**src/rtl/fsm_ctrl_pkg.sv**
```systemverilog
// fsm_ctrl_pkg: FSM state codes and input conditioner defaults shared across the control path
package fsm_ctrl_pkg;
  typedef enum logic [1:0] {
    S0 = 2'b00,
    S1 = 2'b01,
    S2 = 2'b10,
    S3 = 2'b11
  } fsm_state_e;
  localparam int DEBOUNCE_DEF = 4;
endpackage

```
**src/rtl/db_channel.sv**
```systemverilog
// db_channel: two-flop synchroniser plus debounce counter for one raw control line
module db_channel import fsm_ctrl_pkg::*; #(
  parameter int DEBOUNCE = DEBOUNCE_DEF
) (
  input  logic clk,
  input  logic rst,
  input  logic raw,
  output logic q,
  output logic upd,
  output logic rej
);
  logic       s1;
  logic       s2;
  logic       mis;
  logic [7:0] cnt;
  // upd fires on the edge q takes s2; rej fires when a partial run collapses without qualifying
  always_comb begin
    mis = s2 != q;
    upd = mis && cnt == 8'(DEBOUNCE - 1);
    rej = !mis && cnt != 8'd0;
  end
  // synchronise, count consecutive mismatches, follow s2 once it has held long enough
  always_ff @(posedge clk or negedge rst) begin
    if (!rst) begin
      s1  <= 1'b0;
      s2  <= 1'b0;
      cnt <= 8'd0;
      q   <= 1'b0;
    end else begin
      s1  <= raw;
      s2  <= s1;
      cnt <= (upd || !mis) ? 8'd0 : cnt + 8'd1;
      q   <= upd ? s2 : q;
    end
  end
endmodule

```
**src/rtl/fsm_xz_conditioner.sv**
```systemverilog
// fsm_xz_conditioner: debounced, synchronous x/z levels for the FSM decode, with change pulse and glitch count
module fsm_xz_conditioner import fsm_ctrl_pkg::*; #(
  parameter int DEBOUNCE = DEBOUNCE_DEF,
  parameter int GW       = 8
) (
  input  logic          clk,
  input  logic          rst,
  input  logic          x_raw,
  input  logic          z_raw,
  output logic          x,
  output logic          z,
  output logic          xz_chg,
  output logic [GW-1:0] glitch_cnt
);
  logic x_upd;
  logic z_upd;
  logic x_rej;
  logic z_rej;
  db_channel #(.DEBOUNCE(DEBOUNCE)) u_x (
    .clk (clk),
    .rst (rst),
    .raw (x_raw),
    .q   (x),
    .upd (x_upd),
    .rej (x_rej)
  );
  db_channel #(.DEBOUNCE(DEBOUNCE)) u_z (
    .clk (clk),
    .rst (rst),
    .raw (z_raw),
    .q   (z),
    .upd (z_upd),
    .rej (z_rej)
  );
  // one pulse per updating edge; one glitch count per rejecting edge, held at all-ones
  always_ff @(posedge clk or negedge rst) begin
    if (!rst) begin
      xz_chg     <= 1'b0;
      glitch_cnt <= '0;
    end else begin
      xz_chg     <= x_upd || z_upd;
      glitch_cnt <= ((x_rej || z_rej) && !(&glitch_cnt)) ? glitch_cnt + GW'(1) : glitch_cnt;
    end
  end
endmodule
```
**config.mk**
```make
export PLATFORM = sky130hd
export DESIGN_NAME = fsm_xz_conditioner
export DESIGN_NICKNAME = d
export VERILOG_FILES = /design/src/rtl/fsm_ctrl_pkg.sv /design/src/rtl/db_channel.sv /design/src/rtl/fsm_xz_conditioner.sv
export SDC_FILE = /design/constraint.sdc
export NUM_CORES = 1
export LEC_CHECK = 0
export ABC_AREA = 1
export CORE_ASPECT_RATIO = 1.5
export CORE_UTILIZATION = 50
export CTS_CLUSTER_DIAMETER = 200
export DETAILED_ROUTE_END_ITERATION = 8
export GPL_ROUTABILITY_DRIVEN = 0
export PLACE_DENSITY_LB_ADDON = 0.2
export REMOVE_ABC_BUFFERS = 1
export SLEW_MARGIN = 20
export SYNTH_ARGS = -nofsm -noshare
export SYNTH_HDL_FRONTEND = slang
export SYNTH_SLANG_ARGS = --single-unit
export TNS_END_PERCENT = 50
```
**constraint.sdc**
```tcl
create_clock -name clk -period 2.8 [get_ports clk]
set_input_delay 0.56 -clock clk [delete_from_list [all_inputs] [get_ports clk]]
set_output_delay 0.56 -clock clk [all_outputs]
set_load 0.02 [all_outputs]
```
* Word-level counts from Yosys, hierarchy flattened *
Cells that the tools add are included.

storage, ports and cells
  register bits after elaboration = 31
  bits of input ports = 4
  output and inout port bits = 11
  word-level logic and storage cells = 34

cells by class
  add/subtract/negate cells = 3
  equal/unequal tests = 4
  muxes and demuxes = 2
  reductions and logical operators = 15

operators with widths
  kind                                           count
  adder 8 x 1 -> 8 bit, second input constant    3
  == test 8 x 2 -> 1 bit, second input constant  2
  2-to-1 mux 8 bit                               2
  nonzero test 8 bit                             2
  AND reduction 8 bit                            1
  logical AND 1 bit                              5
  logical OR 1 bit                               4
  logical NOT 1 bit                              3
  inequality test 1 bit                          2

* Depth between registers and ports, before layout *
Gate-level depths: netlist (run 1).

  word-level depth = 5
  gate-level depth with buffers = 8
  gate-level depth less buffers = 8

* Hierarchy *
Synthesis (run 1) repeated with hierarchy kept, for this count alone.

unflattened totals
  cell total of the unflattened synthesis = 203
  area total of the unflattened synthesis = 1641.6 µm²

by module, submodules not included
  module              instances  cells an instance  area an instance (µm²)  seq. area each (µm²)
  db_channel          2          65                 555.5                   275.3
  fsm_xz_conditioner  1          73                 530.5                   225.2

* Least setup slack after synthesis (run 1) *
No wires, ideal clock.

  kind = register to register
  start point = reg glitch_cnt[0]
  end point = reg glitch_cnt[6]
  library setup time = 65 ps
  arrival = 1308 ps
  data required time = 2735 ps
  setup slack = 1427 ps
  cell stages (with the launch flop) = 8
  buffers on the path = 0
  period minus slack after synthesis = 1373 ps
  path through = dfrtp_1 -> ha_1 -> nand3_2 -> nor2_4 -> nand3_4 -> nand2_4 -> nand2_1 -> nand2_1

between the ends
  cells in the longest elaborated chain, start to end = 3
  elaborated cells between the ends (all ways) = 4
  classes of those cells = 1 x add/sub; 3 x reduce/logical

RTL lines
  item                                                                          RTL line                  text
  start, declared                                                               fsm_xz_conditioner.sv:13  output logic [GW-1:0] glitch_cnt
  start signal, assigned                                                        fsm_xz_conditioner.sv:42  glitch_cnt <= ((x_rej || z_rej) && !(&glitch_cnt)) ? glitch_cnt + GW'(1) : glitch_cnt;
  parallel branches: the longest is 3 deep, another holds adder 8 x 1 -> 8 bit  --

Parallel ways; which one is timed is not known.
A chain may end at the register's enable or synchronous reset.

* Worst setup path after layout (run 1) *
  start point = reg glitch_cnt[6]
  end point = out glitch_cnt[6]

No word-level cell between the ends.

==> results.md, run 1 <==
- Max Cap Viol: 0
- CP Cell Sequence: clkdlybuf4s50_1
- P_sw: 0.590 mW
- Worst path slowest cell: clkdlybuf4s50_1
- Vias per inst: 4.97
- Buf/Inv on CP: 1
- Pwr Total: 1.55 mW
- Number of DRC markers in iteration 0: 28
- Reg-to-Reg Start: u_x.cnt[0]
- Multi-input logic area: 682 µm²
- Final hold viol count: 0
- Vias in the first global route: 1132
- CP startpoint kind: flop
- Setup TNS: 0 ns
- Cell count after synthesis: 173
- Power Internal: about 0.96 mW
- Critical path required time: around 2.2 ns
- Final nets: 204
- VDD IR max: 0.000604 V
- # diodes: 0
- Yosys reg bits: 31
- HPWL Detailed: 1990 µm
- Comb power frac: 0.376
- Ys async rst share: 1.00
- Worst reg-to-reg path cell count: 4
- Cell Pwr Density: 864 nW/µm²
- Minimum clock period: 1.94 ns
- CTS tree: done
- Area Growth Syn to Fin: 18.8%
- Routed vias: roughly 1200
- Fraction of layout cells with a size suffix above 1: 0.0974
- Top_reg_cell synth: dfrtp_1
- I/O Buffers: 14
- Sw frac: 0.380
- Setup Slack @ Placement: roughly 1.2 ns
- Run status: completed
- Final-layout fill cell count: 254
- Sequential element share of the synthesized area: 0.512
- RSZ-0062 raised after global routing: false
- Syn_area_per_cell: 8.75 µm²
- WL final: 2660 µm
- Area contributors post-synth: dfrtp_1, nand2_1, nor2_1
- I/O pins: 15
- Largest regs: glitch_cnt (8), u_x.cnt (8), u_z.cnt (8)
- DRC Markers: 0
- Skew final: 0.00521 ns
- Finish-stage setup viols: 0
- FF+latch area: roughly 780 µm²
- Critical path class: flop to output pin
- Crit. End Element: output pin
- Critical-path maximum fanout: 6
- Aggregate global routing overflow: 0
- CTS max path bufs: 2
- Share of the synthesized area in the top cell type: 0.512
- First-pass GRT wire length: about 4600 µm
- TritonRoute pass-1 iters: 4
- Post-CTS Resized: 0
- Full die area: 3260 µm²
- CP peak stage delay: about 0.65 ns
- Setup Buffers After CTS: 0
- Cts-stage hold buffer count: 0
- Clock share of power: 0.223
- Die width: between 40 and 50 µm
- Setup ws final: 0.856 ns
- Root Driver: clkbuf_8
- CTS sink count: 31
- Worst hold path type: flop to flop
- Num CTS Buffers: 5
- Ys Warns: 0
- Library cells used by synthesis: 23
- Hold path start: u_z.s1
- Syn Std Cell Area: 1510 µm²
- Reg clk slew, reported paths: 0.06 ns
- Gr usage total: 0.205
- Worst-Skew Late Latency: between 0.2 and 0.3 ns
- Site Rows: 24
- Core box area: 2880 µm²
- Crit-path leading delay family: buffers and inverters
- Largest area contributor in the netlist: dfrtp_1
- EDFF count, synth: 0
- Initial antenna violation count: 0
- Tcrit/Tclk final: 0.694
- Largest net degree at the start of global routing: 32
- Hold Path End: u_z.s2
- Flop pwr share: 0.402
- Reg2Reg Setup Slack: 1.41 ns
- ANT nets after route: 0
- Worst slew pin tran: 0.545 ns
- Static Leak: between 0.8 and 0.9 nW
- Fmax: 0.514 GHz
- Arrival @ worst endpoint: 1.38 ns
- Routed WL per cell: 11.4 µm
- FF-to-FF End: u_x.cnt[4]
- Slew margin rel.: 0.634
- Initial Util: 0.525
- H-tree Lvls: 2
- Die height: 69.4 µm
- Cells on Worst Hold Path: 0
- CP Launch Point: glitch_cnt[6]
- Max Transition Viols Final: 0
cell families after synthesis:
kind of cell / after synthesis / share of synthesized area
AOI/OAI and AO/OA: 12 / 0.0496
DFF: 31 / 0.512
buffers and inverters: 15 / 0.0372
adders and majority gates: 5 / 0.0413
and+or+nand+nor: 100 / 0.302
xor gates and xnor gates: 10 / 0.0578
Yosys cell counts (2+ instances only):
cell and count:
nor3b_1 3, a21o_1 2, o21ai_0 5, ha_1 5
xnor2_1 5, nand2_4 2, nor3_1 3, nor2_1 27
nand2_1 46, nand3_1 13, dfrtp_1 31, inv_1 14
xor2_1 5, nor2_2 2, o21ai_2 2
cell type report:
class	count	share of cell area
Clock buffer	6	0.0459
Timing Repair Buffer	15	0.0821
Inverter	15	0.0313
Sequential cell	31	0.431
Tap cell	39	0.0271
Clock inverter	1	0.00278
Multi-Input combinational cell	127	0.379
power groups by stage:
stage	logic (mW)	registers (mW)	clock network [mW]
2_1_floorplan	0.341	0.679	0
3_5_place_dp	0.592	0.631	0
3_3_place_gp	0.575	0.626	0
6_report	0.583	0.624	0.346
5_1_grt	0.664	0.637	0.381
4_1_cts	0.595	0.625	0.356
cell usage in the layout, fill, tap and decap left out:
master,n
nand3_1,13
clkinv_2,1
o21ai_2,2
nand3_4,1
a21o_1,2
clkbuf_8,6
clkdlybuf4s50_1,14
o31ai_1,1
o21ai_0,5
nand3_2,1
dfrtp_1,31
nand2_2,1
a21oi_1,1
nor2_2,2
xor2_1,5
nor2_1,27
inv_1,14
o21ai_1,1
xnor2_1,5
nand2_1,46
ha_1,5
nor2_4,1
nor3b_1,3
inv_2,1
nor3_1,3
nand2_4,2
buf_4,1
worst max-delay path by stage:
stage                     to  cells after the start
2_1_floorplan  glitch_cnt[6]                      7
3_3_place_gp   glitch_cnt[6]                      1
3_5_place_dp   glitch_cnt[6]                      1
4_1_cts        glitch_cnt[6]                      1
5_1_grt        glitch_cnt[6]                      1
6_report       glitch_cnt[6]                      1
through the flow:
step | util | hold WS, ns | cells | area, µm²
finish | 0.624 | 0.350 | 234 | 1800
global route | 0.624 | 0.359 | 234 | 1800
CTS | 0.624 | 0.356 | 234 | 1800
detailed placement | 0.593 | 0.341 | 227 | 1710
global placement | 0.593 | 0.335 | 227 | 1710
floorplan | - | 0.264 | 173 | 1510
routing by layer:
layer / global-route usage / share of wire
met3: 0.0651 / 0.043
met5: 0 / 0
met4: 0.0952 / 0.023
met2: 0.356 / 0.54
met1: 0.204 / 0.39
(Power assumes the default switching activity.)
==> run 2, diff against run 1 <==
clock period = 1.6 ns   (was 2.8 ns; I/O delays follow)
==> run 2 against run 1 <==
- non-clock buffer count grew 2
- power grew 72%
- via count grew 2.9%
- die area is the same
- critical path type unchanged
- largest cell class unchanged
- combinational power grew 68%
==> results.md, run 2 (synthesized netlist as in run 1, its figures left out) <==
- Crit. End Element: output pin
- Fmax: 0.660 GHz
- CTS tree: done
- Met2 wire len: 1430 µm (-0.14%)
- Die width: 46.9 µm (unchanged)
- CTS max path bufs: 2 (unchanged)
- # diodes: 0 (unchanged)
- Arrival @ worst endpoint: 1.20 ns (-0.18 ns)
- Aggregate global routing overflow: 0 (unchanged)
- Vias in the first global route: 1128 (-0.35%)
- Critical-path maximum fanout: 1 (-5)
- Vias per inst: 5.05 (+1.6%)
- Uppermost routed layer: met4
- Core box area: 2880 µm² (unchanged)
- WL final: 2750 µm (+3.3%)
- TritonRoute pass-1 iters: 4 (unchanged)
- RSZ-0062 raised after global routing: false
- CP Cell Sequence: clkdlybuf4s50_1
- Gr usage total: 0.202 (-0.00275)
- CP Launch Point: xz_chg
- Skew final: 0.00323 ns (-0.00198 ns)
- Area Growth Syn to Fin: 19.0%
- Cell Pwr Density: 1480 nW/µm² (+71%)
- Worst hold slack: 0.354 ns (+0.00406 ns)
- Hold path start: u_z.s1
- Critical path required time: 1.28 ns (-0.96 ns)
- Site Rows: 24 (unchanged)
- Run status: completed
- Minimum clock period: 1.52 ns
- Most frequent cells in the layout: nand2_1, dfrtp_1, nor2_1
- I/O pins: 15 (unchanged)
- Num CTS Buffers: 5 (unchanged)
- Max Cap Viol: 0 (unchanged)
- CP peak stage delay: 0.59 ns (-0.06 ns)
- First-pass GRT wire length: 4580 µm (-0.91%)
- Largest net degree at the start of global routing: 32 (unchanged)
- Buf/Inv on CP: 1 (unchanged)
- DRC Markers: 0 (unchanged)
- Tcrit/Tclk final: 0.947
- Largest regs: glitch_cnt (8), u_x.cnt (8), u_z.cnt (8)
- CP startpoint kind: flop
- Final hold viol count: 0 (unchanged)
- Setup TNS: 0 ns (unchanged)
- Full die area: 3260 µm² (unchanged)
- Reg-to-Reg Start: glitch_cnt[0]
- Wire length on met3: 122 µm (+6.1%)
- Max Transition Viols Final: 0 (unchanged)
- Final nets: 206 (+0.98%)
- Worst path slowest cell: clkdlybuf4s50_1
- Commonest non-fill, non-tap cell in the layout: nand2_1
- Cts-stage hold buffer count: 0 (unchanged)
- Met1 Wirelength: 1100 µm (+5.7%)
- Initial antenna violation count: 0 (unchanged)
- Root Driver: clkbuf_8
- Routed vias: 1197 (+2.9%)
- HPWL Detailed: 1980 µm (-0.78%)
- Finish-stage setup viols: 0 (unchanged)
- Worst-Skew Late Latency: 0.29 ns (about the same)
- I/O Buffers: 14 (unchanged)
- Reg clk slew, reported paths: 0.06 ns (about the same)
- Routed WL per cell: 11.6 µm (+2.0%)
- VDD IR max: 0.00118 V (+95%)
- ANT nets after route: 0 (unchanged)
- Slew margin rel.: 0.743 (+0.109)
- Initial Util: 0.525 (unchanged)
- Number of DRC markers in iteration 0: 21 (-25%)
- Static Leak: 0.929 nW (+6.1%)
- Critical path class: flop to output pin
- Fraction of layout cells with a size suffix above 1: 0.106 (+0.00862)
- Die height: 69.4 µm (unchanged)
- Worst slew pin tran: 0.386 ns (-0.159 ns)
- CTS sink count: 31 (unchanged)
- H-tree Lvls: 2 (unchanged)
- Worst hold path type: flop to flop
- Crit-path leading delay family: buffers and inverters
==> run 2: path summary, 6_finish.rpt <==
check                      slack, ns  cells after the start       endpoint
hold reg to reg                 0.35                      0         u_z.s2
setup / recovery                0.08                      1         xz_chg
setup reg to reg                0.20                      7  glitch_cnt[7]
max in group asynchronous       0.90                      2     u_z.cnt[4]
hold / removal                  0.35                      0         u_z.s2
min in group asynchronous       0.42                      2     u_x.cnt[4]
==> run 2: layer usage <==
layer / vias up / track usage
met3: 4 / 0.0651
met5: - / 0
li1: 593 / -
met1: 580 / 0.207
met4: 0 / 0.149
met2: 20 / 0.319
==> run 2: per-stage QoR <==
| step | total power [mW] | setup slack (ns) | util | instances | instance area (µm²) |
|---|---|---|---|---|---|
| finish | 2.67 | 0.0845 | 0.625 | 237 | 1800 |
| global route | 2.88 | 0.0384 | 0.625 | 237 | 1800 |
| CTS | 2.70 | 0.0115 | 0.624 | 237 | 1800 |
| detailed placement | 2.15 | 0.214 | 0.599 | 229 | 1730 |
| global placement | 2.12 | 0.234 | 0.599 | 229 | 1730 |
| floorplan | 1.78 | 0.227 | - | 173 | 1510 |
==> run 2: area by class of cell <==
type	count	area (µm²)
clock buffer	6	72.6
clock inverter	2	12.5
fill	259	1080
inverter	15	56.3
multi-input combinational	127	682
sequential	31	776
tap	39	48.8
timing repair buffer	17	154
==> run 2: timing repair <==
| action | CTS | global route |
|---|---|---|
| setup buffers | 0 | 0 |
| setup endpoints to repair | 9 | 1 |
| resized for setup | 9 | 1 |
==> run 2: where the power goes <==
part	internal, mW	switching [mW]
Combinational	0.371	0.608
Sequential	0.937	0.153
Clock	0.303	0.295
==> run 3, diff against run 2 <==
clock period = 1.5 ns   (was 1.6 ns; I/O delays follow)
==> run 3 against run 2 <==
- flip-flop and latch count unchanged
- sequential power up 6%
- count of clock-buffer cells in the layout up 2
- core utilization up 1.6 points
- register-to-register slack worse by 0.08 ns
==> results.md, run 3 (synthesized netlist as in run 1, its figures left out) <==
- CP startpoint kind: flop
- Final hold viol count: 0 (unchanged)
- Routed vias: 1229 (+2.7%)
- Reg-to-Reg Start: glitch_cnt[0]
- Initial Util: 0.525 (unchanged)
- Setup ws final: 0.125 ns (+0.0405 ns)
- Max Transition Viols Final: 0 (unchanged)
- TritonRoute pass-1 iters: 4 (unchanged)
- Critical path class: flop to output pin
- Initial antenna violation count: 0 (unchanged)
- Vias per inst: 5.12 (+1.4%)
- Commonest non-fill, non-tap cell in the layout: nand2_1
- Cts-stage hold buffer count: 0 (unchanged)
- I/O pins: 15 (unchanged)
- Area Growth Syn to Fin: 22.0%
- WL final: 2900 µm (+5.6%)
- Reg2Reg Setup Slack: 0.12 ns (-0.08 ns)
- Full die area: 3260 µm² (unchanged)
- First-pass GRT wire length: 4950 µm (+8.0%)
- Setup Buffers After CTS: 0 (unchanged)
- Crit-path leading delay family: flip-flops
- Worst hold path type: input port to asynchronous set/reset pin
- Fmax: 0.727 GHz
- Core box area: 2880 µm² (unchanged)
- Critical-path maximum fanout: 6 (+5)
- DRC Markers: 0 (unchanged)
- HPWL Detailed: 2130 µm (+7.5%)
- H-tree Lvls: 2 (unchanged)
- FF-to-FF End: glitch_cnt[2]
- Minimum clock period: 1.38 ns
- Final-layout fill cell count: 269 (+3.9%)
- Root Driver: clkbuf_8
- Worst slew pin tran: 0.331 ns (-0.0543 ns)
- Pwr Total: 2.99 mW (+12%)
- Skew final: 0.00225 ns (-0.000984 ns)
- Arrival @ worst endpoint: 1.08 ns (-0.12 ns)
- VDD IR max: 0.00105 V (-10%)
- Cell Pwr Density: 1620 nW/µm² (+9.2%)
- Aggregate global routing overflow: 0 (unchanged)
- Gr usage total: 0.213 (+0.0110)
- I/O Buffers: 14 (unchanged)
- CTS sink count: 31 (unchanged)
- Fraction of layout cells with a size suffix above 1: 0.119 (+0.0133)
- Setup Slack @ Placement: 0.132 ns (-0.0823 ns)
- Die width: 46.9 µm (unchanged)
- Routed WL per cell: 12.1 µm (+4.3%)
- # diodes: 0 (unchanged)
- Setup TNS: 0 ns (unchanged)
- ANT nets after route: 0 (unchanged)
- Largest net degree at the start of global routing: 32 (unchanged)
- Final nets: 209 (+1.5%)
- CP peak stage delay: 0.43 ns (-0.16 ns)
- Worst path slowest cell: dfrtp_1
- Max Cap Viol: 0 (unchanged)
- Number of DRC markers in iteration 0: 10 (-52%)
- Largest regs: glitch_cnt (8), u_x.cnt (8), u_z.cnt (8)
- Most frequent cells in the layout: nand2_1, dfrtp_1, nor2_1
- Site Rows: 24 (unchanged)
- Buf/Inv on CP: 1 (unchanged)
- Slew margin rel.: 0.779 (+0.0357)
- RSZ-0062 raised after global routing: false
- Run status: completed
- Static Leak: 0.950 nW (+2.3%)
- CTS max path bufs: 2 (unchanged)
- Worst hold slack: 0.366 ns (+0.0128 ns)
- Crit. End Element: output pin
- CTS tree: done
- Worst-Skew Late Latency: 0.28 ns (about the same)
- Worst reg-to-reg path cell count: 7 (unchanged)
- CP Cell Sequence: dlygate4sd2_1
- Finish-stage setup viols: 0 (unchanged)
- Critical path required time: 1.20 ns (-0.08 ns)
- Die height: 69.4 µm (unchanged)
- Reg clk slew, reported paths: 0.06 ns (about the same)
- Num CTS Buffers: 5 (unchanged)
- Vias in the first global route: 1241 (+10%)
- Tcrit/Tclk final: 0.917
==> run 3: cell count changes in the layout (fill, tap and decap cells not counted) <==
cell | previous run | this run
clkinv_2 | 1 | 0
clkdlybuf4s50_1 | 4 | 3
buf_12 | 0 | 1
clkinvlp_4 | 1 | 0
dlygate4sd2_1 | 9 | 11
clkbuf_8 | 5 | 7
dlymetal6s2s_1 | 1 | 0
buf_4 | 3 | 5
==> run 3: how the worst max path moves through the flow <==
stage | depth (start not counted) | slack (ns) | startpoint | to
6_report | 1 | 0.12 | glitch_cnt[5] | glitch_cnt[5]
5_1_grt | 7 | 0.02 | glitch_cnt[0] | glitch_cnt[0]
4_1_cts | 1 | 0.11 | glitch_cnt[5] | glitch_cnt[5]
3_5_place_dp | 7 | 0.13 | glitch_cnt[0] | glitch_cnt[1]
3_3_place_gp | 1 | 0.15 | glitch_cnt[5] | glitch_cnt[5]
2_1_floorplan | 7 | 0.13 | glitch_cnt[0] | glitch_cnt[6]
==> run 3: per-layer routing <==
metal	global-route usage	up-vias	part of all wire
met5	0	-	0
met4	0.105	0	0.022
met3	0.0807	6	0.037
met2	0.353	19	0.52
met1	0.220	605	0.42
li1	-	599	-
==> run 3: layout make-up <==
| cell class | instances | area, µm² | area share |
|---|---|---|---|
| sequential | 31 | 776 | 0.420 |
| multi-input combinational | 127 | 682 | 0.369 |
| timing repair buffer | 20 | 184 | 0.0996 |
| clock buffer | 8 | 100 | 0.0542 |
| inverter | 15 | 56.3 | 0.0305 |
| tap | 39 | 48.8 | 0.0264 |
==> run 3: power by group <==
group | total (mW) | leakage, nW | internal [mW] | switching [mW]
Sequential | 1.16 | 0.410 | 0.999 | 0.164
Clock | 0.724 | 0.0515 | 0.418 | 0.306
Combinational | 1.10 | 0.488 | 0.422 | 0.678
Total | 2.99 | 0.950 | 1.84 | 1.15
==> run 3: per-stage QoR <==
stage,cell area (µm²),cells,util
2_1_floorplan,1510,173,-
3_3_place_gp,1760,232,0.611
3_5_place_dp,1760,232,0.611
4_1_cts,1850,240,0.641
5_1_grt,1850,240,0.641
6_report,1850,240,0.641
==> run 3: what timing repair did <==
item                       CTS  global route
hold endpoints to repair     0             0
setup endpoints to repair   11             0
gates resized for setup     11             0
==> variant: new RTL, settings of run 3 <==
Set the parameter `GW` to 12 (it was 8).
--- a/src/rtl/fsm_xz_conditioner.sv
+++ b/src/rtl/fsm_xz_conditioner.sv
@@ -1,7 +1,7 @@
 // fsm_xz_conditioner: debounced, synchronous x/z levels for the FSM decode, with change pulse and glitch count
 module fsm_xz_conditioner import fsm_ctrl_pkg::*; #(
   parameter int DEBOUNCE = DEBOUNCE_DEF,
-  parameter int GW       = 8
+  parameter int GW       = 12
 ) (
   input  logic          clk,
   input  logic          rst,
Ports: changed (resized glitch_cnt); port bits go from 15 to 19. The function was not compared with the original's and may differ.
==> variant against run 3 <==
  * Design area grew 20%
  * Wire length grew 20%
  * Cell count grew 24%
  * Area after synthesis grew 19%
  * Sequential cell count grew 4
  * Combinational power grew 18%
  * Critical path depth grew 1
  * Register-to-register slack lost 20 ps
  * Power grew 8.5%
  * Worst setup slack lost 76 ps
  * Clock power shrank 6.8%
  * Via count grew 20%
  * Sequential power grew 9%
  * Critical path type unchanged
  * Largest cell class unchanged
==> variant: results (changes against run 3) <==
| Metric | Value |
|---|---|
| Largest net degree at the start of global routing | 36 (was 32) |
| Sw Share | 38.5% (was 38.4%) |
| CTS resizes | 15 (was 11) |
| Most instantiated cells after synthesis | nand2_1 (67), nor2_1 (37), dfrtp_1 (35), nand3_1 (20), inv_1 (16) (was nand2_1 (46), dfrtp_1 (31), nor2_1 (27), inv_1 (14), nand3_1 (13)) |
| Combinational fraction of design power | 40.0% (was 36.8%) |
| WL final | 3490 um (was 2900 um) |
| Max FO, Critical Path | 4 (was 6) |
| Share of layout cells above drive strength 1 | 12.9% (was 11.9%) |
| Vias per cell | 4.96 (was 5.12) |
| Reg clk slew, reported paths | around 70 ps |
| DRT iter0 DRCs | 37 (was 10) |
| Root buffer cell | clkbuf_8 (unchanged) |
| Xor/xnor share of the synthesized area | 5.36% (was 5.79%) |
| Avg Cell Area, Syn | 8.25 um^2 (was 8.75 um^2) |
| Adder-Cell Fraction of Synth Area | 3.48% (was 4.13%) |
| Hold_ws | 352 ps (was 366 ps) |
| Setup slack, reg-to-reg | 100 ps (was 120 ps) |
| Synth top area cells | dfrtp_1 (49%), nand2_1 (14%), nor2_1 (7.7%) (was dfrtp_1 (51%), nand2_1 (11%), nor2_1 (6.7%)) |
| Area of placed instances | 0.00208 mm^2 (was 0.00176 mm^2) |
| Pwr Total | 3.24 mW (was 2.99 mW) |
| Seq pwr | 1.27 mW (was 1.16 mW) |
| Leak pwr | 1.19 nW (was 0.950 nW) |
| Slew margin rel. | 75.3% (was 77.9%) |
| Largest registers | glitch_cnt x12, u_x.cnt x8, u_z.cnt x8 (was glitch_cnt x8, u_x.cnt x8, u_z.cnt x8) |
| Arrival time at the worst endpoint | 1150 ps (was 1080 ps) |
| Reg-to-reg critical path endpoint | glitch_cnt[10]$_DFFE_PN0P_ (was glitch_cnt[2]$_DFFE_PN0P_) |
| Run status | finished, final reports clean (unchanged) |
| Synth unique cells | 25 (was 23) |
| Worst min path class | reg2reg (was in2async) |
| Vias in the first global route | 1293 (was 1241) |
| Non-filler cells, final | 297 (was 240) |
| Register area share after synthesis | 48.7% (was 51.2%) |
| Clock Skew | 4.66 ps (was 2.25 ps) |
| Compound-Gate Fraction of Synth Area | 3.48% (was 4.96%) |
| Global-route wire length before repair | 5550 um (was 4950 um) |
| Number of nets in the layout | 264 (was 209) |
| Number of port buffers | 18 (was 14) |
| Worst VDD drop | 1120 uV (was 1050 uV) |
| HPWL after DPL | 2500 um (was 2130 um) |
## variant: cell count changes in the layout (fill, tap and decap cells not counted), moves of 2 or more
cell / delta
inv_1: +2
xor2_1: +4
nand2_2: +2
nand2_4: -2
dfrtp_1: +4
nor2_1: +8
buf_4: +8
nand3b_1: +3
dlygate4sd2_1: +4
xnor2_1: -3
nand2_1: +19
nand3_1: +7
## variant: layer usage
metal / vias to the layer above / GRT usage [%] / wire, um
met2: 25 / 34.4 / 1860
met1: 677 / 22.0 / 1410
met4: 0 / 12.7 / 91
met5: - / 0 / 0
li1: 763 / - / -
met3: 8 / 3.59 / 127
## variant: cell type report
class	count	area, um^2
fillers	298	1200
flip-flops and latches	35	876
multi-input cells	165	865
repair buffers	32	279
clock buffers	6	82.6
inverters	16	60.1
well taps	42	52.6
clock inverters	1	5.00
## variant: worst max-delay path by stage
| stage | from | endpoint | slack [ps] | cells after the start |
|---|---|---|---|---|
| final | glitch_cnt[1]$_DFFE_PN0P_ | glitch_cnt[1] | 50 | 2 |
| after global placement | glitch_cnt[1]$_DFFE_PN0P_ | glitch_cnt[10]$_DFFE_PN0P_ | 90 | 7 |
| after detailed placement | glitch_cnt[1]$_DFFE_PN0P_ | glitch_cnt[6]$_DFFE_PN0P_ | 50 | 7 |
| after global routing | u_z.cnt[0]$_DFF_PN0_ | glitch_cnt[6]$_DFFE_PN0P_ | -7 | 8 |
| after floorplan | glitch_cnt[1]$_DFFE_PN0P_ | glitch_cnt[2]$_DFFE_PN0P_ | 30 | 7 |
| after CTS | glitch_cnt[1]$_DFFE_PN0P_ | glitch_cnt[10]$_DFFE_PN0P_ | 40 | 7 |
## variant: critical path: stages, from the launching register on
cell and delay, ps:
dfrtp_1 410, buf_4 150, dlygate4sd2_1 310
